`config.mk`:
```
export PLATFORM = sky130hd
export DESIGN_NAME = alu_issue_ctrl
export DESIGN_NICKNAME = d
export VERILOG_FILES = /design/src/rtl/alu_ctrl_pkg.sv /design/src/rtl/alu_regfile.sv /design/src/rtl/alu_issue_ctrl.sv
export SDC_FILE = /design/constraint.sdc
export NUM_CORES = 1
export LEC_CHECK = 0
export CAP_MARGIN = 5
export CORE_MARGIN = 4
export CORE_UTILIZATION = 44
export DETAILED_ROUTE_END_ITERATION = 10
export GPL_ROUTABILITY_DRIVEN = 0
export GPL_TIMING_DRIVEN = 0
export PLACE_DENSITY = 0.77
export RECOVER_POWER = 100
export SLEW_MARGIN = 30
export SYNTH_ARGS = -nofsm -noshare
export SYNTH_HDL_FRONTEND = slang
export SYNTH_SLANG_ARGS = --single-unit
```
`constraint.sdc`:
```
create_clock -name clk -period 8.2 [get_ports clk]
set_clock_uncertainty 0.1 [all_clocks]
set_input_delay 1.64 -clock clk [delete_from_list [all_inputs] [get_ports clk]]
set_output_delay 1.64 -clock clk [all_outputs]
set_load 0.03 [all_outputs]
```
`src/rtl/alu_ctrl_pkg.sv`:
```
// Shared definitions for the ALU issue controller: opcodes, FSM encoding, instruction fields.
package alu_ctrl_pkg;

   localparam int ALU_DATA_W = 16;

   localparam logic [2:0] OP_AND  = 3'b000;
   localparam logic [2:0] OP_OR   = 3'b001;
   localparam logic [2:0] OP_XOR  = 3'b010;
   localparam logic [2:0] OP_XNOR = 3'b011;
   localparam logic [2:0] OP_ADD  = 3'b100;
   localparam logic [2:0] OP_SUB  = 3'b101;
   localparam logic [2:0] OP_MUL  = 3'b110;
   localparam logic [2:0] OP_DIV  = 3'b111;

   typedef enum logic [1:0] {
      ST_IDLE = 2'b00,
      ST_READ = 2'b01,
      ST_EXEC = 2'b10,
      ST_WB   = 2'b11
   } state_e;

   localparam int OP_MSB  = 15;
   localparam int OP_LSB  = 13;
   localparam int RD_MSB  = 12;
   localparam int RD_LSB  = 10;
   localparam int RS1_MSB = 9;
   localparam int RS1_LSB = 7;
   localparam int RS2_MSB = 6;
   localparam int RS2_LSB = 4;

   typedef struct packed {
      logic [2:0] op;
      logic [2:0] rd;
      logic [2:0] rs1;
      logic [2:0] rs2;
   } instr_t;

   function automatic instr_t decode_instr(input logic [15:4] raw);
      instr_t d;
      d.op  = raw[OP_MSB:OP_LSB];
      d.rd  = raw[RD_MSB:RD_LSB];
      d.rs1 = raw[RS1_MSB:RS1_LSB];
      d.rs2 = raw[RS2_MSB:RS2_LSB];
      return d;
   endfunction

endpackage

```
`src/rtl/alu_regfile.sv`:
```
// 8-entry register file: two capture-on-enable operand ports, a combinational debug port,
// and one write port shared between host writes and write-back.
module alu_regfile
   import alu_ctrl_pkg::*;
#(
   parameter int DATA_W = ALU_DATA_W
) (
   input  logic              clk,
   input  logic              rst,
   input  logic              host_we,
   input  logic [2:0]        host_waddr,
   input  logic [DATA_W-1:0] host_wdata,
   input  logic              wb_we,
   input  logic [2:0]        wb_waddr,
   input  logic [DATA_W-1:0] wb_wdata,
   input  logic              rd_en,
   input  logic [2:0]        rs1,
   input  logic [2:0]        rs2,
   output logic [DATA_W-1:0] rd1_data,
   output logic [DATA_W-1:0] rd2_data,
   input  logic [2:0]        dbg_addr,
   output logic [DATA_W-1:0] dbg_data
);

   logic [DATA_W-1:0] mem_r [8];
   logic [DATA_W-1:0] rd1_r;
   logic [DATA_W-1:0] rd2_r;
   logic              we_s;
   logic [2:0]        waddr_s;
   logic [DATA_W-1:0] wdata_s;

   // Write mux; host and write-back strobes are never active together (IDLE vs WB)
   always_comb begin
      we_s    = 1'b0;
      waddr_s = 3'd0;
      wdata_s = {DATA_W{1'b0}};
      if (host_we) begin
         we_s    = 1'b1;
         waddr_s = host_waddr;
         wdata_s = host_wdata;
      end else if (wb_we) begin
         we_s    = 1'b1;
         waddr_s = wb_waddr;
         wdata_s = wb_wdata;
      end else begin
         we_s    = 1'b0;
      end
   end

   // Register storage
   always_ff @(posedge clk or posedge rst) begin
      if (rst) begin
         for (int i = 0; i < 8; i++) begin
            mem_r[i] <= {DATA_W{1'b0}};
         end
      end else if (we_s) begin
         mem_r[waddr_s] <= wdata_s;
      end
   end

   // Operand capture; values hold while rd_en is low
   always_ff @(posedge clk or posedge rst) begin
      if (rst) begin
         rd1_r <= {DATA_W{1'b0}};
         rd2_r <= {DATA_W{1'b0}};
      end else if (rd_en) begin
         rd1_r <= mem_r[rs1];
         rd2_r <= mem_r[rs2];
      end
   end

   assign rd1_data = rd1_r;
   assign rd2_data = rd2_r;
   assign dbg_data = mem_r[dbg_addr];

endmodule

```
`src/rtl/alu_issue_ctrl.sv`:
```
// Issue/write-back sequencer in front of the external 16-bit ALU (IDLE->READ->EXEC->WB).
// Optional divide-by-zero trap enabled by defining DIV_ZERO_TRAP_EN.
module alu_issue_ctrl
   import alu_ctrl_pkg::*;
#(
   parameter int DATA_W  = ALU_DATA_W,
   parameter int INSTR_W = 16
) (
   input  logic               clk,
   input  logic               rst,
   input  logic               instr_valid,
   output logic               instr_ready,
   input  logic [INSTR_W-1:0] instr,
   input  logic               host_wr_en,
   input  logic [2:0]         host_wr_addr,
   input  logic [DATA_W-1:0]  host_wr_data,
   input  logic [2:0]         dbg_rd_addr,
   output logic [DATA_W-1:0]  dbg_rd_data,
   output logic [DATA_W-1:0]  alu_a,
   output logic [DATA_W-1:0]  alu_b,
   output logic [2:0]         alu_op,
   input  logic [DATA_W-1:0]  alu_out,
   output logic               done,
   output logic [DATA_W-1:0]  result,
   output logic               err
);

   state_e            state_r;
   state_e            state_s;
   instr_t            instr_r;
   logic [2:0]        alu_op_r;
   logic [DATA_W-1:0] result_r;
   logic              trap_r;
   logic              trap_s;
   logic              instr_ready_s;
   logic              read_en_s;
   logic              exec_s;
   logic              done_s;
   logic              err_s;
   logic              accept_s;
   logic              host_we_s;
   logic              wb_we_s;
   logic [DATA_W-1:0] rd1_s;
   logic [DATA_W-1:0] rd2_s;
   logic              unused_s;

   assign unused_s  = ^instr[3:0];
   assign accept_s  = instr_ready_s & instr_valid;
   assign host_we_s = instr_ready_s & host_wr_en;
   assign wb_we_s   = done_s & ~trap_r;

`ifdef DIV_ZERO_TRAP_EN
   assign trap_s = (alu_op_r == OP_DIV) && (rd2_s == {DATA_W{1'b0}});
`else
   assign trap_s = 1'b0;
`endif

   // State register
   always_ff @(posedge clk or posedge rst) begin
      if (rst) begin
         state_r <= ST_IDLE;
      end else begin
         state_r <= state_s;
      end
   end

   // Next-state logic
   always_comb begin
      state_s = state_r;
      case (state_r)
         ST_IDLE: begin
            if (instr_valid) begin
               state_s = ST_READ;
            end else begin
               state_s = ST_IDLE;
            end
         end
         ST_READ: state_s = ST_EXEC;
         ST_EXEC: state_s = ST_WB;
         ST_WB:   state_s = ST_IDLE;
         default: state_s = ST_IDLE;
      endcase
   end

   // Output and strobe decode
   always_comb begin
      instr_ready_s = 1'b0;
      read_en_s     = 1'b0;
      exec_s        = 1'b0;
      done_s        = 1'b0;
      err_s         = 1'b0;
      case (state_r)
         ST_IDLE: instr_ready_s = 1'b1;
         ST_READ: read_en_s     = 1'b1;
         ST_EXEC: exec_s        = 1'b1;
         ST_WB: begin
            done_s = 1'b1;
            err_s  = trap_r;
         end
         default: instr_ready_s = 1'b0;
      endcase
   end

   // Instruction latch, opcode issue, result and trap capture
   always_ff @(posedge clk or posedge rst) begin
      if (rst) begin
         instr_r  <= '{3'd0, 3'd0, 3'd0, 3'd0};
         alu_op_r <= 3'b000;
         result_r <= {DATA_W{1'b0}};
         trap_r   <= 1'b0;
      end else begin
         if (accept_s) begin
            instr_r <= decode_instr(instr[15:4]);
         end
         if (read_en_s) begin
            alu_op_r <= instr_r.op;
         end
         if (exec_s) begin
            result_r <= alu_out;
            trap_r   <= trap_s;
         end
      end
   end

   alu_regfile #(.DATA_W(DATA_W)) u_rf (
      .clk        (clk),
      .rst        (rst),
      .host_we    (host_we_s),
      .host_waddr (host_wr_addr),
      .host_wdata (host_wr_data),
      .wb_we      (wb_we_s),
      .wb_waddr   (instr_r.rd),
      .wb_wdata   (result_r),
      .rd_en      (read_en_s),
      .rs1        (instr_r.rs1),
      .rs2        (instr_r.rs2),
      .rd1_data   (rd1_s),
      .rd2_data   (rd2_s),
      .dbg_addr   (dbg_rd_addr),
      .dbg_data   (dbg_rd_data)
   );

   assign instr_ready = instr_ready_s;
   assign alu_a       = rd1_s;
   assign alu_b       = rd2_s;
   assign alu_op      = alu_op_r;
   assign result      = result_r;
   assign done        = done_s;
   assign err         = err_s;

endmodule

```
* Word-level counts from Yosys, hierarchy flattened
Cells that the tools add are included.
** Cells by class
- Magnitude comparators :: 5
- Eq/ne operators :: 3
- Muxes and demuxes :: 24
- Bitwise operators :: 6
- Reduce and logical (&&, ||, !) cells :: 2
** Operators with widths (count)
- 16-bit binary-select mux with 3-bit select :: 3
- 16-bit 2-to-1 mux :: 9
- 128-bit bitwise mux :: 1
- 16-bit demux with 3-bit select :: 1
- 4-bit >= comparator, second input constant :: 4
- 3-bit inverter with 4-bit output :: 4
- 2-bit one-hot mux with 4 select lines :: 1
- 1-bit 2-to-1 mux :: 7
- 3-bit 2-to-1 mux :: 2
- 2-bit equality test, second input constant :: 2
- 4-bit by 1-bit less-than comparator with 1-bit output, second input constant :: 1
- 1-bit AND :: 2
- 2-bit by 1-bit equality test with 1-bit output, second input constant :: 1
- 2-bit logical NOT :: 1
- 1-bit logical AND :: 1
** Storage, ports and cells
- Flip-flop bits (word level) :: 193
- Output and inout bits :: 70

* Depth between registers and ports, before layout
Gate-level depths: netlist of the first run.
- Depth after elaboration :: 10
- Gate-level depth with buffers :: 9

* By module
From an unflattened synthesis of the first run, not the netlist that was laid out.
** Second synthesis, totals
- Cell total of the unflattened synthesis :: 818
- Area, all modules :: 10852.9 um2
** Modules (own cells, without submodules)
- alu_regfile :: times used 1, cells each 736, area each 9426.5 um2
- alu_issue_ctrl :: times used 1, cells each 82, area each 1426.4 um2

* Worst setup path before layout of the first run
OpenSTA, ideal clock, no wires.
- Path type :: input to output
- Start point :: in dbg_rd_addr[0]
- End point :: out dbg_rd_data[0]
- Arrival time :: 3.028 ns
- Slack :: 3.432 ns
- Stages on the path :: 4
- Path buffers :: 2
- Path through :: clkbuf_1 -> buf_2 -> mux4_2 -> mux2_2
** Between the ends
- Word-level cells in the longest chain between the ends :: 4
** RTL lines
- start: declaration :: line alu_issue_ctrl.sv:17 : input logic [2:0] dbg_rd_addr,
- 3-bit inverter with 4-bit output (not written as such) :: line alu_regfile.sv:74 : assign dbg_data = mem_r[dbg_addr];
- 16-bit binary-select mux with 3-bit select :: line alu_regfile.sv:74
- 16-bit 2-to-1 mux (not written as such) (2 in series) :: line alu_regfile.sv:74
- end: declaration :: line alu_issue_ctrl.sv:18 : output logic [DATA_W-1:0] dbg_rd_data,
No other way between the ends. The select of a mux whose other input is x is not followed.

* Final worst setup path of the first run
- Start point :: in dbg_rd_addr[1]
- End point :: out dbg_rd_data[6]
Same word-level chain as after synthesis.

==> results of run 1 <==
## layout make-up
type / instances / area [µm²]
Inverter: 35 / 133
Timing Repair Buffer: 122 / 1230
Sequential cell: 193 / 4830
Clock inverter: 9 / 129
Clock buffer: 23 / 488
Multi-Input combinational cell: 549 / 5280
Tap cell: 319 / 399
Fill cell: 2024 / 10900
Buffer: 64 / 260
## Yosys cell counts, drive strengths merged
master,count
or3b,2
nand3,48
a31oi,6
conb,1
mux2i,128
buf,35
nor2,2
clkbuf,29
and3b,1
mux4,32
nor3,2
and2,3
nor3b,2
ha,6
nor2b,4
and3,3
nand3b,2
nand2,35
mux2,176
a22oi,64
inv,35
o21ai,32
dfrtp,193
## worst register-to-register path, cell delays in order (launching register included)
cell	delay, ps
dfrtp_1	410
inv_1	100
ha_1	290
nand2_1	190
clkbuf_1	450
a31oi_1	250
nor3b_1	1320
clkbuf_1	810
mux2_2	430
## power groups by stage
stage               Sequential (mW)  Clock [mW]  Combinational [mW]
finish                         1.53       0.876                2.42
global route                   1.57       0.923                2.55
CTS                            1.53       0.885                2.49
detailed placement             1.54           0                2.47
global placement               1.52           0                2.43
floorplan                      1.69           0                1.45
## cells by family after synthesis
group	Yosys count	share of synthesized area [%]
buf+inv	99	4.09
flops	193	45.4
other cells	1	0.0352
compound gates	102	6.61
mux	336	38.1
fa+ha+maj	6	0.706
simple gates	104	5.02
## sequential cells by signal, summed over array words and instances, names as in the netlist
name / cells
u_rf.rd1_data: 16
u_rf.mem_r: 128
alu_op: 3
state_r: 2
u_rf.rd2_data: 16
result: 16
instr_r: 12
## metal layers
| layer | share of wire, % | wire, µm | vias up | global-route usage [%] |
|---|---|---|---|---|
| li1 | - | - | 3400 | - |
| met1 | 41 | 13200 | 3951 | 32.3 |
| met2 | 46 | 14600 | 444 | 37.8 |
| met3 | 9.5 | 3020 | 77 | 6.21 |
| met4 | 3.4 | 1070 | 0 | 9.65 |
| met5 | 0 | 0 | - | 0 |
## how the worst min path moves through the flow
stage | from | slack (ps) | to
finish | alu_op[2]$_DFFE_PP0N_ | 400 | alu_op[2]$_DFFE_PP0N_
floorplan | instr_r[10]$_DFFE_PP0P_ | 370 | instr_r[10]$_DFFE_PP0P_
global route | instr_r[11]$_DFFE_PP0P_ | 410 | alu_op[2]$_DFFE_PP0N_
detailed placement | instr_r[10]$_DFFE_PP0P_ | 390 | instr_r[10]$_DFFE_PP0P_
global placement | instr_r[11]$_DFFE_PP0P_ | 380 | alu_op[2]$_DFFE_PP0N_
CTS | instr_r[10]$_DFFE_PP0P_ | 400 | instr_r[10]$_DFFE_PP0P_
==> impl_metrics.yaml, run 1 <==
logic_synthesis:
  synth_top_area_share_pct: 45.4
  synth_area_leader_cell: "dfrtp_1"
  synthesis.nets: 905
  synth_cell_types: 32
  synthTopCellsByArea: "dfrtp_1, mux2_2, mux2i_1"
  synth_cells: 841
  synth.cell_area_mm2: 0.0106
  ys_seq_area_share_pct: 45.4
  ys_ff_latch: 193
  ys_warn_count: 0
  syn_area_per_cell_um2: 12.7
drt:
  vias: 7872
  drt-total-wl_um: 31800
  wl_per_cell_um: 24.2
  drt_iter0_markers: 732
  vias_per_cell: 5.99
  drc_errors: 0
  ant_nets: 0
  firstDrtPassIters: 9
timing:
  maxSlewHeadroom_pct: -96.1
  max_clock_freq_mhz: 162
  period_share_pct: 75.3
  rsz0062_at_grt: "false"
  worst_pin_slew_ps: 2940
  whs_ps: 401
  setup_slack_ps: 2020
  hold_viol_final: 0
  setup_violations: 0
  maxSlewViolCount: 126
  min_period_ps: 6180
  fin_setup_tns_ps: 0
setup_path:
  worstPathCellList: "clkdlybuf4s50_1 > clkbuf_1 > mux4_2 > mux2_2 > dlygate4sd3_1"
  reg2reg_depth: 8
  cp_max_fo: 10
  worstPathArrival_ps: 4440
  slowest_delay_ps: 740
  cp_top_family: "buffers and inverters"
  worst-path-stages: 5
  crit_required_ps: 6460
  cp-startpoint: "dbg_rd_addr[1]"
  path_buf_inv: 3
  path_class: "in -> out"
  endpoint: "dbg_rd_data[6]"
  start_kind: "input pin"
  worst_r2r_endpoint: "u_rf.mem_r[67]$_DFFE_PP0P_"
  cp-end-kind: "output port"
  regToRegSetupSlack_ps: 3750
  crit_slowest_cell: "clkbuf_1"
  r2r_start: "state_r[0]$_DFF_PP0_"
pwr:
  p_seq_share_pct: 31.7
  ir_drop_v: 0.000213
  p_switching_mw: 2.06
  internal_power_mw: 2.77
  leakage_nw: 5.89
  pwr-share-clk_pct: 18.1
  power.total_mw: 4.83
  powerDensity_mw_per_mm2: 379
  switching_share_pct: 42.7
  pwr-share-comb_pct: 50.1
placement:
  port_buffers: 120
  dp_hpwl_um: 21400
  place_inst: 1282
  placed_area_mm2: 0.0123
  preCtsSetupSlack_ps: 2170
die:
  initial_utilization_pct: 45.1
  fp.dieArea_mm2: 0.0267
  top_level_ports: 128
  dieWidth_um: 164
  die_h_um: 164
  rows: 56
  core_area_mm2: 0.0236
clock_network:
  worstSkewPairLatency_ps: 440
  clkTransAtPathRegs_ps: 70
  cts-resized-gates: 0
  clock_sinks: 193
  cts_root_buf: "clkbuf_16"
  cts_tree: "built"
  postCtsSetupBuffers: 0
  cts_max_level: 4
  cts-buffers-inserted: 17
  ctsHoldBuffers: 0
  clockBufferDepth: 2
finish:
  num_antenna_cells: 0
  syn_to_final_growth_pct: 19.8
  layout-drive-gt1-share_pct: 23.2
  final_cells: 1314
  mostFrequentLayoutCells: "dfrtp_1, mux2_2, mux2i_1"
  stdcell_area_mm2: 0.0127
  nNetsFinal: 1046
  final_common_cell: "dfrtp_1"
  utilization_pct: 54.0
flow_run:
  maxCapViolCount: 5
outcome:
  violations: "capacitance limit, slew limit"
  status: "finished with violations"
global_route:
  grt_use_total_pct: 24.1
  antenna_found_initial: 0
  grt_max_degree: 95
  grt.overflow.total: 0
  grt_pass1_wl_um: 48500
  grt_pass1_vias: 8143
min_path:
  holdCritPathClass: "reg -> reg"
  holdPathStages: 1
Note: power is estimated with default switching activity, not from simulation.
==> inputs of run 2 (changes only) <==
- clock period: 8.2 -> 5.8 ns (I/O delays scaled with it)
==> impl_metrics.yaml, run 2 (synthesized netlist as in run 1, its figures left out) <==
placement:
  port_buffers: 120
  dp_hpwl_um: 21900
drt:
  wl_met3_um: 2930
  drc_errors: 0
  dr_wl_met2_um: 15000
  wl_per_cell_um: 24.2
  highest_layer: "met4"
  vias: 7946
  ant_nets: 0
  vias_per_cell: 6.03
  drt-total-wl_um: 32000
  drt_iter0_markers: 798
  firstDrtPassIters: 5
  wl_met1_um: 12900
finish:
  largest_register_ff_count: 128
  regMostFlops: "u_rf.mem_r"
  num_antenna_cells: 0
  syn_to_final_growth_pct: 19.3
  nNetsFinal: 1051
  fillerInstances: 2051
  mostFrequentLayoutCells: "dfrtp_1, mux2_2, mux2i_1"
  multiInputGateArea_mm2: 0.00528
  layout-drive-gt1-share_pct: 23.5
  final_common_cell: "dfrtp_1"
  seq_area_mm2: 0.00483
min_path:
  holdCritPathClass: "reg -> reg"
  holdPathStages: 1
global_route:
  grt_pass1_wl_um: 48900
  grt_max_degree: 31
  grt_pass1_vias: 8212
  grt_use_total_pct: 24.4
  antenna_found_initial: 0
  grt.overflow.total: 0
pwr:
  p_switching_mw: 2.95
  leakage_nw: 5.86
  pwr-share-clk_pct: 17.1
  ir_drop_v: 0.000278
  p_seq_share_pct: 32.0
  switching_share_pct: 43.7
  power.total_mw: 6.75
  pwr-share-comb_pct: 50.9
  powerDensity_mw_per_mm2: 532
  internal_power_mw: 3.80
outcome:
  violations: "capacitance limit, slew limit"
  status: "finished with violations"
die:
  dieWidth_um: 164
  fp.dieArea_mm2: 0.0267
  die_h_um: 164
  core_area_mm2: 0.0236
  top_level_ports: 128
  rows: 56
  initial_utilization_pct: 45.1
setup_path:
  path_buf_inv: 3
  crit_slowest_cell: "clkbuf_1"
  worstPathCellList: "clkdlybuf4s50_1 > clkbuf_1 > mux4_2 > mux2_2 > dlygate4sd3_1"
  start_kind: "input pin"
  cp-end-kind: "output port"
  cp_max_fo: 10
  cp_top_family: "buffers and inverters"
  crit_required_ps: 4540
  worst-path-stages: 5
  path_class: "in -> out"
  slowest_delay_ps: 740
  worstPathArrival_ps: 3960
  reg2reg_depth: 8
flow_run:
  maxCapViolCount: 6
timing:
  maxSlewViolCount: 112
  rsz0062_at_grt: "false"
  min_period_ps: 5220
  fin_setup_tns_ps: 0
  worst_pin_slew_ps: 1800
  maxSlewHeadroom_pct: -21.1
  max_clock_freq_mhz: 192
  setup_violations: 0
  hold_viol_final: 0
  period_share_pct: 90.0
clock_network:
  ctsHoldBuffers: 0
  clock_sinks: 193
  cts_max_level: 4
  worstSkewPairLatency_ps: 440
  clockBufferDepth: 2
  cts_root_buf: "clkbuf_16"
  cts-buffers-inserted: 17
  cts_tree: "built"
  cts-resized-gates: 0
  postCtsSetupBuffers: 0
  clkTransAtPathRegs_ps: 70
-- run 2: layout make-up --
class                           instances  area share (%)
Buffer                                 64            2.07
Inverter                               35            1.04
Clock inverter                         13           0.996
Sequential cell                       193            38.0
Tap cell                              319            3.14
Clock buffer                           18            3.46
Multi-Input combinational cell        549            41.6
Timing Repair Buffer                  127            9.68
-- run 2: power groups by stage --
stage | sequential (mW) | clock (mW) | combinational (mW)
after floorplan | 2.39 | 0 | 2.04
after global placement | 2.15 | 0 | 3.44
after detailed placement | 2.18 | 0 | 3.51
after CTS | 2.16 | 1.17 | 3.53
after global routing | 2.22 | 1.23 | 3.62
final | 2.16 | 1.16 | 3.43
-- run 2: worst paths after layout --
kind / start / end / slack, ps
max: dbg_rd_addr[1] / dbg_rd_data[6] / 580
min: instr_r[10]$_DFFE_PP0P_ / alu_op[1]$_DFFE_PP0N_ / 400
max reg2reg: state_r[0]$_DFF_PP0_ / u_rf.mem_r[27]$_DFFE_PP0P_ / 1380
min reg2reg: instr_r[10]$_DFFE_PP0P_ / alu_op[1]$_DFFE_PP0N_ / 400
max in group asynchronous: rst / u_rf.rd2_data[8]$_DFFE_PP0N_ / 1210
min in group asynchronous: rst / alu_op[2]$_DFFE_PP0N_ / 1230
-- run 2: worst register-to-register path, cell delays in order (launching register included) --
cell,delay (ps)
dfrtp_1,400
inv_1,100
ha_1,290
nand2_1,190
clkbuf_1,430
a31oi_1,250
nor3_1,1440
clkbuf_1,680
mux2_2,420
-- run 2: through the flow --
step / hold WS (ps) / instance area, µm² / cells / setup slack, ps / utilization (%)
after floorplan: 374 / 10600 / 841 / 1990 / -
after global placement: 381 / 12200 / 1280 / 522 / 51.9
after detailed placement: 388 / 12400 / 1287 / 734 / 52.5
after CTS: 406 / 13000 / 1318 / 723 / 54.9
after global routing: 420 / 12700 / 1318 / 502 / 53.8
final: 400 / 12700 / 1318 / 581 / 53.8
-- run 2: per-layer routing --
metal,global-route usage (%),vias up
met1,33.0,3969
met3,6.01,96
met2,38.2,468
met5,0,-
li1,-,3413
met4,9.53,0
==> inputs of run 3 (changes only) <==
- CORE_MARGIN: 4 -> 3
- CORE_UTILIZATION: 44 -> 57
- PLACE_DENSITY: 0.77 -> 0.93
==> impl_metrics.yaml, run 3 (synthesized netlist as in run 1, its figures left out) <==
outcome:
  status: "finished with violations"
  violations: "capacitance limit, slew limit"
clock_network:
  worstSkewPairLatency_ps: 440
  clock_sinks: 193
  clockBufferDepth: 2
  ctsHoldBuffers: 0
  clkTransAtPathRegs_ps: 70
  cts_tree: "built"
  cts-resized-gates: 0
  postCtsSetupBuffers: 0
  cts_max_level: 4
  cts_root_buf: "clkbuf_16"
  cts-buffers-inserted: 17
timing:
  max_clock_freq_mhz: 192
  setup_slack_ps: 589
  hold_viol_final: 0
  rsz0062_at_grt: "false"
  period_share_pct: 89.8
  maxSlewViolCount: 110
  whs_ps: 403
  maxSlewHeadroom_pct: -26.5
  setup_violations: 0
  min_period_ps: 5210
  worst_pin_slew_ps: 1880
  fin_setup_tns_ps: 0
setup_path:
  worstPathArrival_ps: 3950
  crit_slowest_cell: "clkbuf_1"
  r2r_start: "state_r[0]$_DFF_PP0_"
  path_buf_inv: 3
  worstPathCellList: "clkdlybuf4s50_1 > clkbuf_1 > mux4_2 > mux2_2 > dlygate4sd3_1"
  start_kind: "input pin"
  cp_top_family: "buffers and inverters"
  slowest_delay_ps: 750
  cp-end-kind: "output port"
  cp_max_fo: 10
  crit_required_ps: 4540
  path_class: "in -> out"
  cp-startpoint: "dbg_rd_addr[1]"
min_path:
  holdCritPathClass: "reg -> reg"
  hold_start: "instr_r[9]$_DFFE_PP0P_"
global_route:
  grt_max_degree: 32
  grt_pass1_wl_um: 49600
  grt_pass1_vias: 8640
  grt.overflow.total: 0
  grt_use_total_pct: 32.5
  antenna_found_initial: 0
finish:
  mostFrequentLayoutCells: "dfrtp_1, mux2_2, mux2i_1"
  seq_area_mm2: 0.00483
  final_common_cell: "dfrtp_1"
  layout-drive-gt1-share_pct: 23.4
  num_antenna_cells: 0
  utilization_pct: 69.6
  largest_register_ff_count: 128
  regMostFlops: "u_rf.mem_r"
  fillerInstances: 1242
  multiInputGateArea_mm2: 0.00528
  syn_to_final_growth_pct: 18.7
  nNetsFinal: 1051
drt:
  vias: 8366
  firstDrtPassIters: 6
  ant_nets: 0
  drt-total-wl_um: 32300
  drt_iter0_markers: 1286
  drc_errors: 0
  vias_per_cell: 6.81
  wl_per_cell_um: 26.3
pwr:
  ir_drop_v: 0.000354
  leakage_nw: 5.89
  powerDensity_mw_per_mm2: 543
  power.total_mw: 6.86
placement:
  dp_hpwl_um: 21300
  preCtsSetupSlack_ps: 787
  port_buffers: 120
die:
  fp.dieArea_mm2: 0.0203
  rows: 49
  initial_utilization_pct: 58.6
  die_h_um: 143
  dieWidth_um: 143
  core_area_mm2: 0.0181
  top_level_ports: 128
flow_run:
  maxCapViolCount: 6
run 3: cell types whose count changed in the layout (fill, tap and decap cells not counted), moves of 2 or more:
cell / previous run / this run
mux2_2: 149 / 147
clkbuf_8: 1 / 3
inv_6: 6 / 2
clkinv_2: 2 / 0
mux2_1: 25 / 27
clkinv_4: 0 / 4
run 3: cell type report:
type / count / share of cell area, %
inverters: 35 / 1.05
well taps: 229 / 2.27
plain buffers: 64 / 2.09
flip-flops and latches: 193 / 38.2
clock buffers: 21 / 3.72
repair buffers: 127 / 9.86
clock inverters: 10 / 1.01
multi-input cells: 549 / 41.8
run 3: report_power, final:
part	internal [mW]	switching, mW	total, mW
Combinational	1.40	2.07	3.47
Clock	0.673	0.538	1.21
Sequential	1.79	0.389	2.18
run 3: metrics by stage:
step / instances / instance area (µm²)
after global placement: 1190 / 12100
after detailed placement: 1197 / 12300
after CTS: 1228 / 12900
after floorplan: 841 / 10600
final: 1228 / 12600
after global routing: 1228 / 12600
run 3: routing by layer:
layer  GRT usage, %  share of wire, %  vias to the layer above
li1               -                 -                     3410
met4           15.8               5.3                        0
met3           11.3                13                      172
met2           49.8                45                      729
met5              0                 0                        -
met1           41.6                36                     4055
run 3: final timing paths:
kind | to | cells past startpoint | slack [ps]
setup reg to reg | u_rf.mem_r[39]$_DFFE_PP0P_ | 8 | 1240
setup / recovery | dbg_rd_data[8] | 5 | 590
min in group asynchronous | alu_op[0]$_DFFE_PP0N_ | 2 | 1200
hold / removal | alu_op[0]$_DFFE_PP0N_ | 1 | 400
max in group asynchronous | u_rf.mem_r[8]$_DFFE_PP0P_ | 6 | 1090
hold reg to reg | alu_op[0]$_DFFE_PP0N_ | 1 | 400
